File: src/rtl/dff_pipe_bank.sv
// dff_pipe_bank: WIDTH x DEPTH stallable register pipeline with valid/ready, bubble collapsing, flush and occupancy count.
// Optional scan chain over the data registers when DFF_PIPE_BANK_SCAN_EN is defined.
module dff_pipe_bank #(
    parameter int               WIDTH     = 8,
    parameter int               DEPTH     = 3,
    parameter logic [WIDTH-1:0] RESET_VAL = '0
) (
    input  logic                         CK,
    input  logic                         RN,
    input  logic [WIDTH-1:0]             D,
    input  logic                         IN_VALID,
    output logic                         IN_READY,
    output logic [WIDTH-1:0]             Q,
    output logic                         OUT_VALID,
    input  logic                         OUT_READY,
    input  logic                         FLUSH,
`ifdef DFF_PIPE_BANK_SCAN_EN
    input  logic                         SE,
    input  logic                         SI,
    output logic                         SO,
`endif
    output logic [$clog2(DEPTH+1)-1:0]   COUNT
);
    localparam int CW = $clog2(DEPTH+1);

    logic [DEPTH-1:0]            v_q, v_d, adv, v_in;
    logic [DEPTH-1:0][WIDTH-1:0] r_q, r_d, r_in;
    logic                        scan, acc;

`ifdef DFF_PIPE_BANK_SCAN_EN
    // The packed bank is already in chain order: R[0][0] is bit 0, R[DEPTH-1][WIDTH-1] is the top bit.
    logic [WIDTH*DEPTH:0] sh;
    assign sh   = {r_q, SI};
    assign scan = SE;
    assign SO   = sh[WIDTH*DEPTH];
`else
    assign scan = 1'b0;
`endif

    // A stage advances if it or any stage closer to the output is empty, or the output drains.
    always_comb begin
        acc = OUT_READY;
        for (int i = DEPTH - 1; i >= 0; i--) begin
            acc    = acc | !v_q[i];
            adv[i] = acc;
        end
    end

    always_comb begin
        v_in[0] = IN_VALID;
        r_in[0] = D;
        for (int i = 1; i < DEPTH; i++) begin
            v_in[i] = v_q[i-1];
            r_in[i] = r_q[i-1];
        end
    end

    always_comb begin
        v_d = v_q;
        r_d = r_q;
        if (scan) begin
`ifdef DFF_PIPE_BANK_SCAN_EN
            r_d = sh[WIDTH*DEPTH-1:0];
`endif
        end else if (FLUSH) begin
            v_d = '0;
        end else begin
            for (int i = 0; i < DEPTH; i++) begin
                if (adv[i]) begin
                    v_d[i] = v_in[i];
                    if (v_in[i]) r_d[i] = r_in[i];
                end
            end
        end
    end

    always_ff @(posedge CK) begin
        if (!RN) begin
            v_q <= '0;
            r_q <= {DEPTH{RESET_VAL}};
        end else begin
            v_q <= v_d;
            r_q <= r_d;
        end
    end

    always_comb begin
        COUNT = '0;
        for (int i = 0; i < DEPTH; i++) COUNT = COUNT + CW'(v_q[i]);
    end

    assign IN_READY  = adv[0] & !scan;
    assign OUT_VALID = v_q[DEPTH-1] & !scan;
    assign Q         = r_q[DEPTH-1];
endmodule

File: config.mk
export PLATFORM = sky130hd
export DESIGN_NAME = dff_pipe_bank
export DESIGN_NICKNAME = d
export VERILOG_FILES = /design/src/rtl/dff_pipe_bank.sv
export SDC_FILE = /design/constraint.sdc
export NUM_CORES = 1
export LEC_CHECK = 0
export ABC_AREA = 1
export CAP_MARGIN = 10
export CORE_UTILIZATION = 48
export DETAILED_ROUTE_END_ITERATION = 6
export PLACE_DENSITY = 0.84
export SYNTH_ARGS = -nofsm -noshare
export SYNTH_HDL_FRONTEND = slang
export SYNTH_SLANG_ARGS = --single-unit
File: constraint.sdc
create_clock -name CK -period 1.3 [get_ports CK]
set_clock_uncertainty 0.05 [all_clocks]
set_input_delay 0.26 -clock CK [delete_from_list [all_inputs] [get_ports CK]]
set_output_delay 0.26 -clock CK [all_outputs]
set_load 0.05 [all_outputs]
Word level (Yosys, flattened, before mapping)
Index checks and enable logic that the tools add are counted.

Input bits: 13. Logic and storage cells: 20. Output and inout bits: 12. Register bits after elaboration: 27.

Bitwise gates (word level): 5. Add/sub/neg operators: 2. Reduce and logical (&&, ||, !) cells: 7.

Operators with widths (number): AND reduction 3 bit (3); logical NOT 1 bit (3); OR 1 bit (3); adder 1 x 1 -> 2 bit (1); adder 2 x 1 -> 2 bit (1); NOT 1 bit (2); OR reduction 2 bit (1).

Depth between registers and ports, before layout
Gate-level depths: netlist (run 1).

Word-level depth: 5. Depth in mapped cells: 6.

Least setup slack after synthesis (run 1)
OpenSTA, ideal clock, no wires.

Path kind: reg2out. From: reg v_q[2]. To: out COUNT[0]. Path slack: -0.478 ns. Stages on the path, launching flop included: 2. Data arrival time: 1.468 ns. Path buffers: 0. Path through: dfxtp_1 fa_1.

Cells in the longest elaborated chain, start to end: 1.

RTL lines: from (decl) (RTL line 26) `logic [DEPTH-1:0] v_q, v_d, adv, v_in;`; from (signal assigned) (RTL line 82) `v_q <= v_d;`; adder 2 x 1 -> 2 bit (RTL line 89) `for (int i = 0; i < DEPTH; i++) COUNT = COUNT + CW'(v_q[i]);`; to (decl) (RTL line 22) `output logic [$clog2(DEPTH+1)-1:0] COUNT`.

No other way between the ends.

Final worst setup path (run 1)
From: reg v_q[0]. To: out COUNT[0].

Cells in the longest elaborated chain, start to end: 2.

RTL lines (RTL line): adder 1 x 1 -> 2 bit (89); adder 2 x 1 -> 2 bit (89).

No other way between the ends.

==> impl_metrics.yaml, run 1 <==
clocking:
  cts_sinks: 27
  cts_tree: "yes"
  cts_buffers: 3
  cts_hold_buf: 0
  cts_buffer_depth: 2
  root_buffer: "clkbuf_4"
  clock_latency_ns: 0.32
  cts_max_level: 1
  clk_pin_slew_ns: 0.14
placement:
  dp.cells: 198
  io_buffer_count: 24
  place_ws_ns: -0.3079
  placed_area_um2: 1627
  gp_congestion: 0.7121
  dp_hpwl_mm: 1.842
routing:
  drt_first_iter_violations: 22
  antenna_left: 0
  firstDrtPassIters: 4
  finalWirelength_mm: 3.239
  drc: 0
  drt-vias-per-instance: 5.217
  avgRoutedWirePerCell_um: 15.65
  via_count: 1080
synthesis:
  synth_area_um2: 1111
  syn_area_per_cell_um2: 8.110
  synth_top_area_share_pct: 48.65
  synth.area.mux_share_pct: 0
  synth_compound_area_share_pct: 19.37
  ys_ff_latch: 27
  synth.area.top_cells: "dfxtp_1, a21oi_1, nor2_1"
  synthSimpleGateAreaFrac_pct: 22.75
  syn_nets: 151
  syn_inst: 137
  yosysUniqueCellTypes: 17
  yosysSeqAreaShare_pct: 48.65
  synth_warnings: 0
  synth_top_family_by_area: "simple AND/OR/NAND/NOR gates"
  synth-adder-area-share_pct: 1.802
  synth-xor-area-share_pct: 0
  yosys.area.top_type: "dfxtp_1"
grt:
  overflow: 0
  globalRoute.busiestLayer: "met2"
  grt_pass1_wl_mm: 4.098
  antenna_found_initial: 0
  met1_usage_pct: 22.33
  use_met2_pct: 40.22
  grt_max_degree: 26
  met3_usage_pct: 4.630
  grt_pass1_vias: 978
  grt_usage_pct: 21.87
setup_path:
  cp-start-kind: "flip-flop"
  path_cells: "fa_2 > buf_12"
  cp_top_family: "adder cells"
  slowest_delay_ns: 0.59
  end_kind: "output port"
  required_ns: 0.99
  slowest_stage: "fa_2"
  cp_max_fo: 2
  worstSetupPathType: "flip-flop to output port"
  r2r_slack_ns: -0.04
  worst-path-buf-inv: 1
  reg2reg_from: "v_q[2]"
  arrival_ns: 1.40
  r2r_end: "r_in[8]"
  worstRegToRegCells: 7
sta:
  timing.fmax_mhz: 584.3
  slew-limit-headroom_pct: 76.86
  grt_setup_unrepaired: "yes"
  tns_ns: -1.413
  fin_ws_ns: -0.4115
  slew_violations: 0
  min_period_over_period_pct: 131.7
  setup_viol: 19
  min_period_ns: 1.711
  tightest_slew_ns: 0.3460
  hold_viol: 0
power_and_ir_drop:
  totalPowerFinal_mw: 1.487
  leakage_nw: 0.7489
  vdd_drop_max_mv: 0.7781
  p_per_area_nw_per_um2: 795.5
hold_path:
  min_path_cells: 2
  hp-start: "r_in[9]"
  hold_path_class: "flip-flop to flip-flop"
  hold_end: "r_in[9]"
finish:
  fin_area_um2: 1869
  fillers: 113
  antenna_cells: 0
  drive_above_1_share_pct: 41.34
  fin_cells: 207
  finalNetCount: 194
  syn_to_final_growth_pct: 68.24
status:
  status: "finished, violations left"
  violations: "negative setup slack"
floorplanning:
  rows: 17
  ioPinCount: 25
  initial_utilization_pct: 50.71
  core-area_um2: 2191
  die_x_um: 50.11
  dieArea_um2: 2511
  die_h_um: 50.11
flow_run:
  maxCapViolCount: 0
## cell usage after synthesis
| library cell | count |
|---|---|
| buf_6 | 2 |
| nand2_2 | 2 |
| nand3_1 | 8 |
| nand2_1 | 9 |
| dfxtp_1 | 27 |
| nor2_1 | 24 |
| o21ai_0 | 16 |
| nor2_4 | 3 |
| buf_4 | 1 |
| nand2_4 | 1 |
| a21oi_1 | 27 |
| fa_1 | 1 |
| inv_1 | 12 |
| nand4_4 | 1 |
| nand3_2 | 1 |
| inv_2 | 1 |
| clkbuf_1 | 1 |
## sequential cells by signal, summed over array words and instances (netlist names)
| register | flops |
|---|---|
| r_in | 16 |
| Q | 8 |
| v_q | 3 |
## worst max path at each step
stage               cells after the start       end  startpoint  slack, ns
floorplan                               1  COUNT[0]      v_q[2]      -0.14
global placement                        6  r_in[13]   OUT_READY      -0.23
detailed placement                      5  r_in[22]       FLUSH      -0.31
CTS                                     2  COUNT[0]      v_q[0]      -0.41
global route                            2  COUNT[0]      v_q[0]      -0.44
finish                                  2  COUNT[0]      v_q[0]      -0.41
## power by group
group | internal (mW) | switching, mW
sequential | 0.857 | 0.0284
combinational | 0.125 | 0.122
clock | 0.120 | 0.235
total | 1.10 | 0.385
## placed cells by master, fill, tap and decap left out, types with 2 or more instances in the layout
cell | synthesis | layout
inv_1 | 12 | 12
nand3_1 | 8 | 5
clkdlybuf4s50_1 | 0 | 12
nand2_1 | 9 | 9
buf_6 | 2 | 7
o21ai_0 | 16 | 2
a21oi_2 | 0 | 17
nand3_2 | 1 | 3
nor2_4 | 3 | 3
dfxtp_1 | 27 | 24
nand2_4 | 1 | 2
clkbuf_4 | 0 | 3
dfxtp_2 | 0 | 2
a21oi_1 | 27 | 6
o21ai_2 | 0 | 3
nor2_1 | 24 | 23
buf_12 | 0 | 16
o21ai_1 | 0 | 11
a21oi_4 | 0 | 4
buf_4 | 1 | 7
## cell families (layout without fill, tap and decap cells)
kind of cell,Yosys count,after routing
and+or+nand+nor,49,49
AOI/OAI and AO/OA,43,43
DFF,27,27
buffers and inverters,17,59
adders and majority gates,1,1
## tightest hold or removal path, stage by stage (launching register included)
cell     delay (ns)
dfxtp_1        0.35
a21oi_2        0.09
nor2_1         0.05
## per-stage QoR
stage	hold WS, ns	util, %
after detailed placement	0.4149	74.24
final	0.4603	85.32
after global routing	0.4710	85.32
after CTS	0.4467	76.19
after floorplan	0.3457	-
after global placement	0.4074	74.24
## per-layer routing
metal  share of wire [%]  vias up  wire length, um
li1                    -      533                -
met3                 3.0       10               97
met4                 3.5        0              114
met5                   0        -                0
met1                  40      494             1305
met2                  53       43             1721
## layout make-up
class	count	area (um2)	area share (%)
Clock buffer	4	26.28	1.406
Inverter	13	48.80	2.610
Multi-Input combinational cell	93	640.6	34.27
Sequential cell	27	546.8	29.25
Tap cell	28	35.03	1.874
Timing Repair Buffer	42	571.8	30.59
## repair_timing
action	4_1_cts	5_1_grt
endpoints found under the setup margin	4	20
pin swaps	1	3
resized for setup	3	56
buffers inserted	1	6
(Power assumes the default switching activity.)
==> inputs of run 2 (changes only) <==
--- a/config.mk
+++ b/config.mk
@@ -8,6 +8,7 @@
 export ABC_AREA = 1
 export CAP_MARGIN = 10
 export CORE_UTILIZATION = 48
+export CTS_CLUSTER_SIZE = 8
 export DETAILED_ROUTE_END_ITERATION = 6
 export PLACE_DENSITY = 0.84
 export SYNTH_ARGS = -nofsm -noshare
==> results of run 2 <==
No change in the layout: final DEF, timing and power equal those of run 1.
==> inputs of run 3 (changes only) <==
--- a/config.mk
+++ b/config.mk
@@ -7,10 +7,11 @@
 export LEC_CHECK = 0
 export ABC_AREA = 1
 export CAP_MARGIN = 10
-export CORE_UTILIZATION = 48
+export CORE_UTILIZATION = 43
 export CTS_CLUSTER_SIZE = 8
 export DETAILED_ROUTE_END_ITERATION = 6
-export PLACE_DENSITY = 0.84
+export HOLD_SLACK_MARGIN = 0.02
+export PLACE_DENSITY = 0.8
 export SYNTH_ARGS = -nofsm -noshare
 export SYNTH_HDL_FRONTEND = slang
 export SYNTH_SLANG_ARGS = --single-unit
==> constraint.sdc (replaced) <==
create_clock -name CK -period 1.4 [get_ports CK]
set_clock_uncertainty 0.05 [all_clocks]
set_input_delay 0.28 -clock CK [delete_from_list [all_inputs] [get_ports CK]]
set_output_delay 0.28 -clock CK [all_outputs]
set_load 0.05 [all_outputs]
==> impl_metrics.yaml, run 3 (synthesized netlist as in run 1, its figures left out) <==
routing:
  antenna_left: 0
  avgRoutedWirePerCell_um: 10.41
  firstDrtPassIters: 4
  wl_met1_um: 957
  top_layer: "met4"
  via_count: 990
  dr_wl_met2_mm: 1.090
  met3RoutedLength_um: 69
  finalWirelength_mm: 2.134
  drt_first_iter_violations: 12
  drc: 0
  drt-vias-per-instance: 4.829
clocking:
  cts_buffer_depth: 2
  cts_sinks: 27
  cts_hold_buf: 0
  cts_buffers: 3
  cts_max_level: 1
  cts_tree: "yes"
  clock_latency_ns: 0.32
  clk_pin_slew_ns: 0.13
  root_buffer: "clkbuf_4"
finish:
  fin_area_um2: 1693
  syn_to_final_growth_pct: 52.36
  drive_above_1_share_pct: 25.14
  largest_register_ffs: 16
  multiInputGateArea_um2: 490.5
  final_cell_mix: "a21oi_1, dfxtp_1, nor2_1"
  fin_cells: 205
  fillers: 194
  final_common_cell: "a21oi_1"
  layout.area.seq_um2: 549.3
  finalNetCount: 190
  antenna_cells: 0
setup_path:
  cp_top_family: "adder cells"
  path_cells: "fa_2 > buf_12"
  worst-path-buf-inv: 1
  cp-start-kind: "flip-flop"
  slowest_delay_ns: 0.59
  cp_num_cells: 2
  slowest_stage: "fa_2"
  arrival_ns: 1.41
  end_kind: "output port"
  cp_max_fo: 2
  worstSetupPathType: "flip-flop to output port"
  worstRegToRegCells: 6
  required_ns: 1.07
sta:
  min_period_over_period_pct: 124.3
  tightest_slew_ns: 0.3190
  fin_ws_ns: -0.3401
  min_period_ns: 1.740
  grt_setup_unrepaired: "yes"
  slew-limit-headroom_pct: 78.67
  slew_violations: 0
  setup_viol: 3
  hold_viol: 0
  tns_ns: -0.5649
  timing.fmax_mhz: 574.7
grt:
  overflow: 0
  grt_usage_pct: 18.55
  grt_max_degree: 26
  antenna_found_initial: 0
  grt_pass1_wl_mm: 3.829
  grt_pass1_vias: 895
status:
  violations: "negative setup slack"
  status: "finished, violations left"
placement:
  dp.cells: 200
  dp_hpwl_mm: 1.636
  placed_area_um2: 1642
  gp_congestion: 0.7334
  io_buffer_count: 24
flow_run:
  maxCapViolCount: 0
power_and_ir_drop:
  leakage_nw: 0.7003
  p_per_area_nw_per_um2: 784.6
  totalPowerFinal_mw: 1.328
  vdd_drop_max_mv: 0.5961
floorplanning:
  ioPinCount: 25
  dieArea_um2: 2791
  die_x_um: 52.83
  die_h_um: 52.83
  rows: 18
  initial_utilization_pct: 45.26
  core-area_um2: 2455
hold_path:
  min_path_cells: 2
  hold_path_class: "flip-flop to flip-flop"
==> run 3: cell count changes in the layout (fill, tap and decap cells not counted), moves of 3 or more <==
cell,before,now
a21oi_4,4,0
a21oi_2,17,0
buf_6,7,3
o21ai_0,2,16
o21ai_1,11,0
o21ai_2,3,0
a21oi_1,6,27
nand3_1,5,8
==> run 3: worst register-to-register path, stage by stage (launching register included) <==
cell and delay [ns]:
dfxtp_4 0.38, buf_6 0.12, nand4_4 0.13, buf_4 0.21, buf_12 0.14, a21oi_1 0.12
nor2_1 0.06
==> run 3: final cells by class <==
cell class              count  share of cell area [%]
repair buffers             38                   31.86
multi-input cells          93                   28.97
clock buffers               3                   1.330
flip-flops and latches     27                   32.45
well taps                  30                   2.217
clock inverters             1                  0.2956
inverters                  13                   2.882
==> run 3: final timing paths <==
path / endpoint / slack [ns] / startpoint
max: COUNT[0] / -0.34 / v_q[0]
min: r_in[14] / 0.44 / r_in[14]
max reg2reg: r_in[15] / 0.10 / v_q[2]
min reg2reg: r_in[14] / 0.44 / r_in[14]
==> run 3: where the power goes <==
group          switching, mW  internal [mW]
Combinational         0.0918          0.102
Clock                  0.218          0.107
Sequential            0.0156          0.793
==> run 3: per-stage QoR <==
| stage | setup WS (ns) | utilization, % | hold WS, ns |
|---|---|---|---|
| after floorplan | -0.05977 | - | 0.3657 |
| after global placement | -0.1472 | 66.87 | 0.4062 |
| after detailed placement | -0.1854 | 66.87 | 0.4125 |
| after CTS | -0.3592 | 68.65 | 0.4453 |
| after global routing | -0.3841 | 68.96 | 0.4631 |
| final | -0.3401 | 68.96 | 0.4422 |
==> run 3: layer usage <==
layer  vias up  GRT usage [%]
met3         2          2.899
met2        21          32.07
met4         0          5.263
met1       436          23.53
li1        531              -
met5         -              0
==> run 3: what timing repair did <==
item                                    in CTS  in global routing
pin swaps                                    1                  1
buffers inserted                             1                  0
endpoints found under the setup margin       4                  4
gates resized for setup                      3                  4
